<file path="src/rtl/dsp_config_chain_loader_if.sv">
// Configuration word stream into the DSP chain loader (valid/ready).
interface dsp_config_chain_loader_if #(
    parameter int WORD_WIDTH = 16
);
    logic [WORD_WIDTH-1:0] s_data;
    logic                  s_valid;
    logic                  s_ready;

    modport master (output s_data, output s_valid, input s_ready);
    modport slave  (input s_data, input s_valid, output s_ready);
endinterface

</file>
<file path="src/rtl/dsp_config_chain_loader.sv">
// Serializes configuration words LSB-first onto a DSP_proposed_MF2 config chain.
// Optional CRC-16-CCITT check word after the chain: define CFG_LOADER_CRC_EN.
module dsp_config_chain_loader #(
    parameter int CHAIN_LENGTH = 96,
    parameter int WORD_WIDTH   = 16,
    localparam int CNT_W       = $clog2(CHAIN_LENGTH + 1)
) (
    input  logic                     clk,
    input  logic                     reset,
    input  logic                     start,
    dsp_config_chain_loader_if.slave s,
    output logic                     configuration_input,
    output logic                     configuration_enable,
    output logic                     busy,
    output logic                     done,
    output logic [CNT_W-1:0]         bits_shifted,
    output logic                     crc_error
);
    localparam int WB_W = $clog2(WORD_WIDTH + 1);

    typedef enum logic [2:0] {
        IDLE,
        LOAD,
        SHIFT,
`ifdef CFG_LOADER_CRC_EN
        CHECK,
`endif
        DONE
    } state_t;

    state_t                state, state_n;
    logic [WORD_WIDTH-1:0] shreg, shreg_n;
    logic [CNT_W-1:0]      bits_n;
    logic [WB_W-1:0]       word_bits, word_bits_n;
    logic                  cfg_in_n, cfg_en_n;
    logic [31:0]           remain;
`ifdef CFG_LOADER_CRC_EN
    logic [15:0]           crc, crc_n;
    logic                  crc_err_n;
    logic                  fb;
`endif

    always_comb begin
        state_n     = state;
        shreg_n     = shreg;
        bits_n      = bits_shifted;
        word_bits_n = word_bits;
        cfg_in_n    = configuration_input;
        cfg_en_n    = 1'b0;
        remain      = 32'(CHAIN_LENGTH) - 32'(bits_shifted);
`ifdef CFG_LOADER_CRC_EN
        crc_n       = crc;
        crc_err_n   = crc_error;
        fb          = crc[15] ^ shreg[0];
`endif
        case (state)
            IDLE, DONE: begin
                if (start) begin
                    state_n = LOAD;
                    bits_n  = '0;
`ifdef CFG_LOADER_CRC_EN
                    crc_n     = '1;
                    crc_err_n = 1'b0;
`endif
                end
            end
            LOAD: begin
                if (s.s_valid) begin
                    shreg_n = s.s_data;
                    // Last word may be partial: upper bits beyond the chain end are never shifted.
                    if (remain < 32'(WORD_WIDTH))
                        word_bits_n = WB_W'(remain);
                    else
                        word_bits_n = WB_W'(WORD_WIDTH);
                    state_n = SHIFT;
                end
            end
            SHIFT: begin
                cfg_en_n    = 1'b1;
                cfg_in_n    = shreg[0];
                shreg_n     = shreg >> 1;
                word_bits_n = word_bits - WB_W'(1);
                if (bits_shifted != CNT_W'(CHAIN_LENGTH))
                    bits_n = bits_shifted + CNT_W'(1);
`ifdef CFG_LOADER_CRC_EN
                crc_n = {crc[14:0], 1'b0} ^ (fb ? 16'h1021 : 16'h0000);
`endif
                if (word_bits == WB_W'(1)) begin
                    if (bits_n == CNT_W'(CHAIN_LENGTH))
`ifdef CFG_LOADER_CRC_EN
                        state_n = CHECK;
`else
                        state_n = DONE;
`endif
                    else
                        state_n = LOAD;
                end
            end
`ifdef CFG_LOADER_CRC_EN
            CHECK: begin
                if (s.s_valid) begin
                    crc_err_n = (s.s_data[15:0] != crc);
                    state_n   = DONE;
                end
            end
`endif
            default: state_n = IDLE;
        endcase
    end

    always_ff @(posedge clk) begin
        if (reset) begin
            state                <= IDLE;
            shreg                <= '0;
            bits_shifted         <= '0;
            word_bits            <= '0;
            configuration_input  <= 1'b0;
            configuration_enable <= 1'b0;
`ifdef CFG_LOADER_CRC_EN
            crc                  <= '1;
            crc_error            <= 1'b0;
`endif
        end else begin
            state                <= state_n;
            shreg                <= shreg_n;
            bits_shifted         <= bits_n;
            word_bits            <= word_bits_n;
            configuration_input  <= cfg_in_n;
            configuration_enable <= cfg_en_n;
`ifdef CFG_LOADER_CRC_EN
            crc                  <= crc_n;
            crc_error            <= crc_err_n;
`endif
        end
    end

`ifdef CFG_LOADER_CRC_EN
    assign s.s_ready = (state == LOAD) || (state == CHECK);
    assign busy      = (state == LOAD) || (state == SHIFT) || (state == CHECK);
`else
    assign s.s_ready = (state == LOAD);
    assign busy      = (state == LOAD) || (state == SHIFT);
    assign crc_error = 1'b0;
`endif
    assign done = (state == DONE);

endmodule

</file>
<file path="src/flat_wrapper.sv">
// flat-port wrapper written by rule: the top's interface ports become plain ports
module dsp_config_chain_loader_flat 
#(
    parameter int CHAIN_LENGTH = 96,
    parameter int WORD_WIDTH   = 16,
    localparam int CNT_W       = $clog2(CHAIN_LENGTH + 1)
)
  (clk, reset, start, configuration_input, configuration_enable, busy, done, bits_shifted, crc_error, s_s_data, s_s_valid, s_s_ready);
  dsp_config_chain_loader_if #(.WORD_WIDTH(WORD_WIDTH)) s_i ();
  input  logic clk;
  input  logic reset;
  input  logic start;
  output logic configuration_input;
  output logic configuration_enable;
  output logic busy;
  output logic done;
  output logic [CNT_W-1:0] bits_shifted;
  output logic crc_error;
  input wire logic [$bits(s_i.s_data)-1:0] s_s_data;
  input wire logic [$bits(s_i.s_valid)-1:0] s_s_valid;
  output wire logic [$bits(s_i.s_ready)-1:0] s_s_ready;
  assign s_i.s_data = s_s_data;
  assign s_i.s_valid = s_s_valid;
  assign s_s_ready = s_i.s_ready;
  dsp_config_chain_loader #(.CHAIN_LENGTH(CHAIN_LENGTH), .WORD_WIDTH(WORD_WIDTH)) u_core (.clk(clk), .reset(reset), .start(start), .s(s_i), .configuration_input(configuration_input), .configuration_enable(configuration_enable), .busy(busy), .done(done), .bits_shifted(bits_shifted), .crc_error(crc_error));
endmodule
</file>
<file path="config.mk">
export PLATFORM = sky130hd
export DESIGN_NAME = dsp_config_chain_loader_flat
export DESIGN_NICKNAME = d
export VERILOG_FILES = /design/src/rtl/dsp_config_chain_loader_if.sv /design/src/rtl/dsp_config_chain_loader.sv /design/src/flat_wrapper.sv
export SDC_FILE = /design/constraint.sdc
export NUM_CORES = 1
export LEC_CHECK = 0
export CAP_MARGIN = 10
export CORE_MARGIN = 8
export CORE_UTILIZATION = 55
export CTS_CLUSTER_DIAMETER = 50
export CTS_CLUSTER_SIZE = 25
export DETAILED_ROUTE_END_ITERATION = 16
export DONT_BUFFER_PORTS = 1
export PLACE_DENSITY = 0.8
export SETUP_SLACK_MARGIN = 0.15
export SLEW_MARGIN = 15
export SYNTH_ARGS = -nofsm -noshare
export SYNTH_HDL_FRONTEND = slang
export SYNTH_SLANG_ARGS = --single-unit
export TNS_END_PERCENT = 30
</file>
<file path="constraint.sdc">
create_clock -name clk -period 1.9 [get_ports clk]
set_input_delay 0.19 -clock clk [delete_from_list [all_inputs] [get_ports clk]]
set_output_delay 0.19 -clock clk [all_outputs]
set_load 0.05 [all_outputs]
</file>
After elaboration in Yosys (flattened, before gate mapping)
Cells that the tools add are included.
{"block": "word_totals", "regBits": 33, "wordCells": 42, "input_bits": 20, "output_inout_bits": 13}
{"block": "classes", "reduce_logical": 8, "add_sub_neg": 3, "mux": 15, "magnitude_cmp": 1, "eq_ne": 9}
{"operator": "$lt A32 B5 Y1 const B", "count": 1}
{"operator": "$pmux W16 S2", "count": 1}
{"operator": "$mux W7", "count": 3}
{"operator": "$mux W16", "count": 1}
{"operator": "$pmux W7 S2", "count": 1}
{"operator": "$mux W5", "count": 2}
{"operator": "$pmux W5 S2", "count": 1}
{"operator": "$mux W3", "count": 3}
{"operator": "$pmux W3 S3", "count": 1}
{"operator": "$sub A7 B7 Y8 const A", "count": 1}
{"operator": "$add A7 B1 Y7 const B", "count": 1}
{"operator": "$eq A7 B7 Y1 const B", "count": 1}
{"operator": "$ne A7 B7 Y1 const B", "count": 1}
{"operator": "$eq A3 B2 Y1 const B", "count": 2}
{"operator": "$eq A5 B1 Y1 const B", "count": 1}
{"operator": "$sub A5 B1 Y5 const B", "count": 1}
{"operator": "$ne A2 B2 Y1 const B", "count": 2}
{"operator": "$reduce_and A2 Y1", "count": 2}
{"operator": "$reduce_bool A2 Y1", "count": 2}
{"operator": "$eq A3 B1 Y1 const B", "count": 1}
{"operator": "$logic_not A3 Y1", "count": 1}
{"operator": "$reduce_and A3 Y1", "count": 1}
{"operator": "$mux W2", "count": 1}
{"operator": "$ne A2 B1 Y1 const B", "count": 1}
{"operator": "3 further kinds", "count": 3}

Longest topological paths before layout
{"block": "depth", "word_depth": 7, "depth_mapped": 8, "depth_no_buf": 6}

Least setup slack after synthesis
No wires, ideal clock.
{"block": "synth_timing", "path_kind": "register -> register", "start": "register u_core.bits_shifted[0]", "end": "register u_core.word_bits[4]", "t_arrival_ps": 1984, "setup_time_ps": 116, "slack_ps": -201, "period_less_slack_ps": 2101, "required_time_ps": 1784, "n_path_buf": 1, "stages_incl_launch_ff": 8, "path_cell_list": "dfxtp_1 buf_2 inv_1 ha_1 nor3b_1 nor3b_1 o21ai_1 o211a_1"}
{"block": "synth_via", "elab_chain_cells": 5}
{"item": "start, declared", "line": "dsp_config_chain_loader.sv:16", "rtl": "output logic [CNT_W-1:0] bits_shifted,"}
{"item": "start signal, assigned", "line": "dsp_config_chain_loader.sv:126", "rtl": "bits_shifted <= bits_n;"}
{"item": "$sub A7 B7 Y8 (*)", "line": "dsp_config_chain_loader.sv:50", "rtl": "remain = 32'(CHAIN_LENGTH) - 32'(bits_shifted);"}
{"item": "$lt A32 B5 Y1", "line": "dsp_config_chain_loader.sv:71", "rtl": "if (remain < 32'(WORD_WIDTH))"}
{"item": "$mux W5 (*)", "line": "dsp_config_chain_loader.sv:71"}
{"item": "$mux W5 (*)", "line": "dsp_config_chain_loader.sv:68", "rtl": "if (s.s_valid) begin"}
{"item": "$pmux W5 S2 (*)", "line": "dsp_config_chain_loader.sv:56", "rtl": "case (state)"}
{"item": "end signal, assigned", "line": "dsp_config_chain_loader.sv:127", "rtl": "word_bits <= word_bits_n;"}
{"item": "end, declared", "line": "dsp_config_chain_loader.sv:34", "rtl": "logic [WB_W-1:0] word_bits, word_bits_n;"}
Every way passes the cells marked *; elsewhere a longest branch is shown, timed or not. The select of a mux whose other input is x is not followed.
A chain may end at the register's enable or synchronous reset.

Final worst setup path
Same ends and word-level chain as after synthesis.

==> out/qor.csv <==
stage;metric;value;unit
worst_setup_path;arrival;1940;ps
worst_setup_path;worst-path-max-fanout;13;
pwr;p_leak;0.7203;nW
clocking;cts_sinks;32;
timing;setup_violations;0;
route;drt-wirelength-per-cell;16.25;um
timing;holdWs;6.853;ps
floorplanning;fp-row-count;21;
route;drt_wl_total;4.566;mm
finish;layout_commonest_cell;dfxtp_1;
timing;clock-skew-final;11.98;ps
finish;area_delta_synth_final;11.35;%
synth;synth_edf_count;0;
clocking;cts_root_buffer;clkbuf_4;
place;place_inst;271;
synth;avgSynthCellArea;8.329;um2
timing;max_freq;589.5;MHz
worst_setup_path;critPathLaunchType;flip-flop;
route;viasPerCell;5.975;
floorplanning;initial_core_util;57.70;%
worst_hold_path;hold_class;input pin to flip-flop;
place;place.gp.congestion;0.8915;
synth;ys_warn_count;0;
clocking;cts_buffers;5;
clocking;cts_tree;done;
synth;synthesis.area;0.001941;mm2
synth;synth_seq_area_share;33.01;%
clocking;cts_buffer_depth;2;
finish;drive_gt1_share;17.02;%
synth;synth_fp_nets;261;
synth;async_flop_share;0;%
floorplanning;io_pins;33;
place;dp_hpwl;3.127;mm
pwr;ir_worst_vdd;0.6780;mV
worst_setup_path;crit_top_cell;nor3b_2;
timing;finalCritPeriodShare;89.28;%
synth;yosys.area.top_type;dfxtp_1;
finish;finish.instance_area;0.002161;mm2
global_routing;grt_pass1_wl;7.217;mm
global_routing;grt-ovfl-total;0;
floorplanning;fp.dieW;75.40;um
route;drc;0;
timing;tns;0;ps
global_routing;grt_use_total;16.35;%
synth;ys_ff_latch;32;
timing;post-route-min-period;1696;ps
worst_setup_path;critPathBufInv;1;
clocking;worstSkewPairLatency;350;ps
worst_setup_path;path_class;flip-flop to flip-flop;
timing;worst_slew_pin_slew;526.0;ps
worst_setup_path;cpPeakStageDelay;430;ps
worst_setup_path;critPathTopFamily;flip-flops;
worst_setup_path;cp_slowest_cell;dfxtp_4;
finish;nNetsFinal;262;
synth;syn_inst;233;
synth;yosysUniqueCellTypes;55;
worst_setup_path;cp-end-kind;flip-flop;
place;port_buffers;0;
global_routing;grt_pass1_vias;1542;
synth;yosys_most_used_dff;dfxtp_1;
global_routing;grt_start_max_net_pins;38;
timing;finalHoldViolCount;0;
floorplanning;die_area;0.005685;mm2
clocking;h-tree-depth;2;
worst_setup_path;cp.required;2140;ps
worst_setup_path;critical_path.cell_chain;inv_1, ha_1, nor3b_2, nor3b_2, o21ai_1, o211a_1;
synth;synth_area_leaders;dfxtp_1 (33%), mux2i_1 (8.3%), a211oi_1 (7.4%);
clocking;clk_pin_slew;100;ps
timing;rsz0062_at_grt;yes;
route;ant_nets;0;
finish;antenna_cells;0;
route;drt-initial-drc-count;100;
floorplanning;coreArea;0.003363;mm2
route;dr.pass1.iters;4;
global_routing;antenna_found_initial;0;
synth;synth_top_area_share;33.01;%
floorplanning;die_h;75.40;um
run;cap_violations;0;
finish;final_cells;281;
finish;final_cell_mix;dfxtp_1 (29), nor2_1 (25), a211oi_1 (19), mux2i_1 (16), buf_4 (13);
place;place_area;0.002021;mm2
pwr;pwr_density_cell;1119;mW/mm2
timing;max-slew-margin-rel;64.56;%
status;status;finished clean;
timing;slew_violations;0;
route;vias;1679;
## power by group
group          switching [mW]  internal [mW]
Sequential              0.122          0.823
Clock                   0.243          0.223
Combinational           0.608          0.399
Total                   0.972           1.44
## per-stage QoR
stage	setup slack, ps	utilization [%]	power, mW
final	203.6	64.25	2.417
after global routing	72.53	64.25	2.589
after CTS	152.7	62.35	2.342
after detailed placement	144.2	60.08	1.870
after global placement	185.5	60.08	1.839
after floorplan	159.6	-	1.720
## cells in the mapped netlist, types with 2 or more instances
library cell,number
a211oi_1,19
a21oi_1,12
a31oi_1,4
and2_1,3
and4bb_1,2
buf_1,3
buf_2,8
clkbuf_1,7
dfxtp_1,32
ha_1,8
inv_1,10
mux2i_1,16
nand2_1,10
nand2b_1,4
nand3_1,3
nand4_1,3
nor2_1,25
nor2b_1,4
nor3_1,7
nor3b_1,2
nor4_1,2
o21ai_0,4
o21ai_1,9
or3_1,3
xnor2_1,2
xor2_1,2
## kinds of logic after synthesis
group                      synth area share [%]
and+or+nand+nor                           21.66
AOI/OAI and AO/OA                         22.57
buffers and inverters                     6.770
adders and majority gates                 5.158
DFF                                       33.01
other                                    0.1932
muxes                                     8.833
xor gates and xnor gates                  1.806
## area by class of cell
type	instances	area (um2)
Clock buffer	7	66.31
Clock inverter	1	5.005
Multi-Input combinational cell	170	1220
Sequential cell	32	649.4
Fill cell	302	1202
Inverter	11	45.04
Tap cell	46	57.56
Timing Repair Buffer	14	117.6
## routing by layer
layer	part of all wire, %	up-vias	GRT usage (%)
li1	-	846	-
met2	46	60	24.45
met1	43	762	20.43
met3	8.5	11	5.921
met5	0	-	0
met4	2.6	0	7.463
## timing repair
action,4_1_cts,5_1_grt
buffers inserted,0,1
pin swaps,0,1
endpoints found under the setup margin,4,30
resized for setup,2,8
endpoints found under the hold margin,28,28
## state kept, by name, summed over array words and instances (netlist names)
name                         count
u_core.shreg                    16
u_core.bits_shifted              7
u_core.word_bits                 5
u_core.state                     2
u_core.configuration_enable      1
u_core.configuration_input       1
## worst paths after layout
path,start,end,slack [ps],cells past startpoint
hold reg to reg,u_core.shreg[15]$_SDFFE_PP0P_,u_core.shreg[15]$_SDFFE_PP0P_,470,2
hold / removal,reset,u_core.word_bits[1]$_SDFFE_PP0P_,7,2
setup reg to reg,u_core.bits_shifted[0]$_SDFFE_PP0P_,u_core.word_bits[4]$_SDFFE_PP0P_,200,6
setup / recovery,u_core.bits_shifted[0]$_SDFFE_PP0P_,u_core.word_bits[4]$_SDFFE_PP0P_,200,6
(Power assumes the default switching activity.)
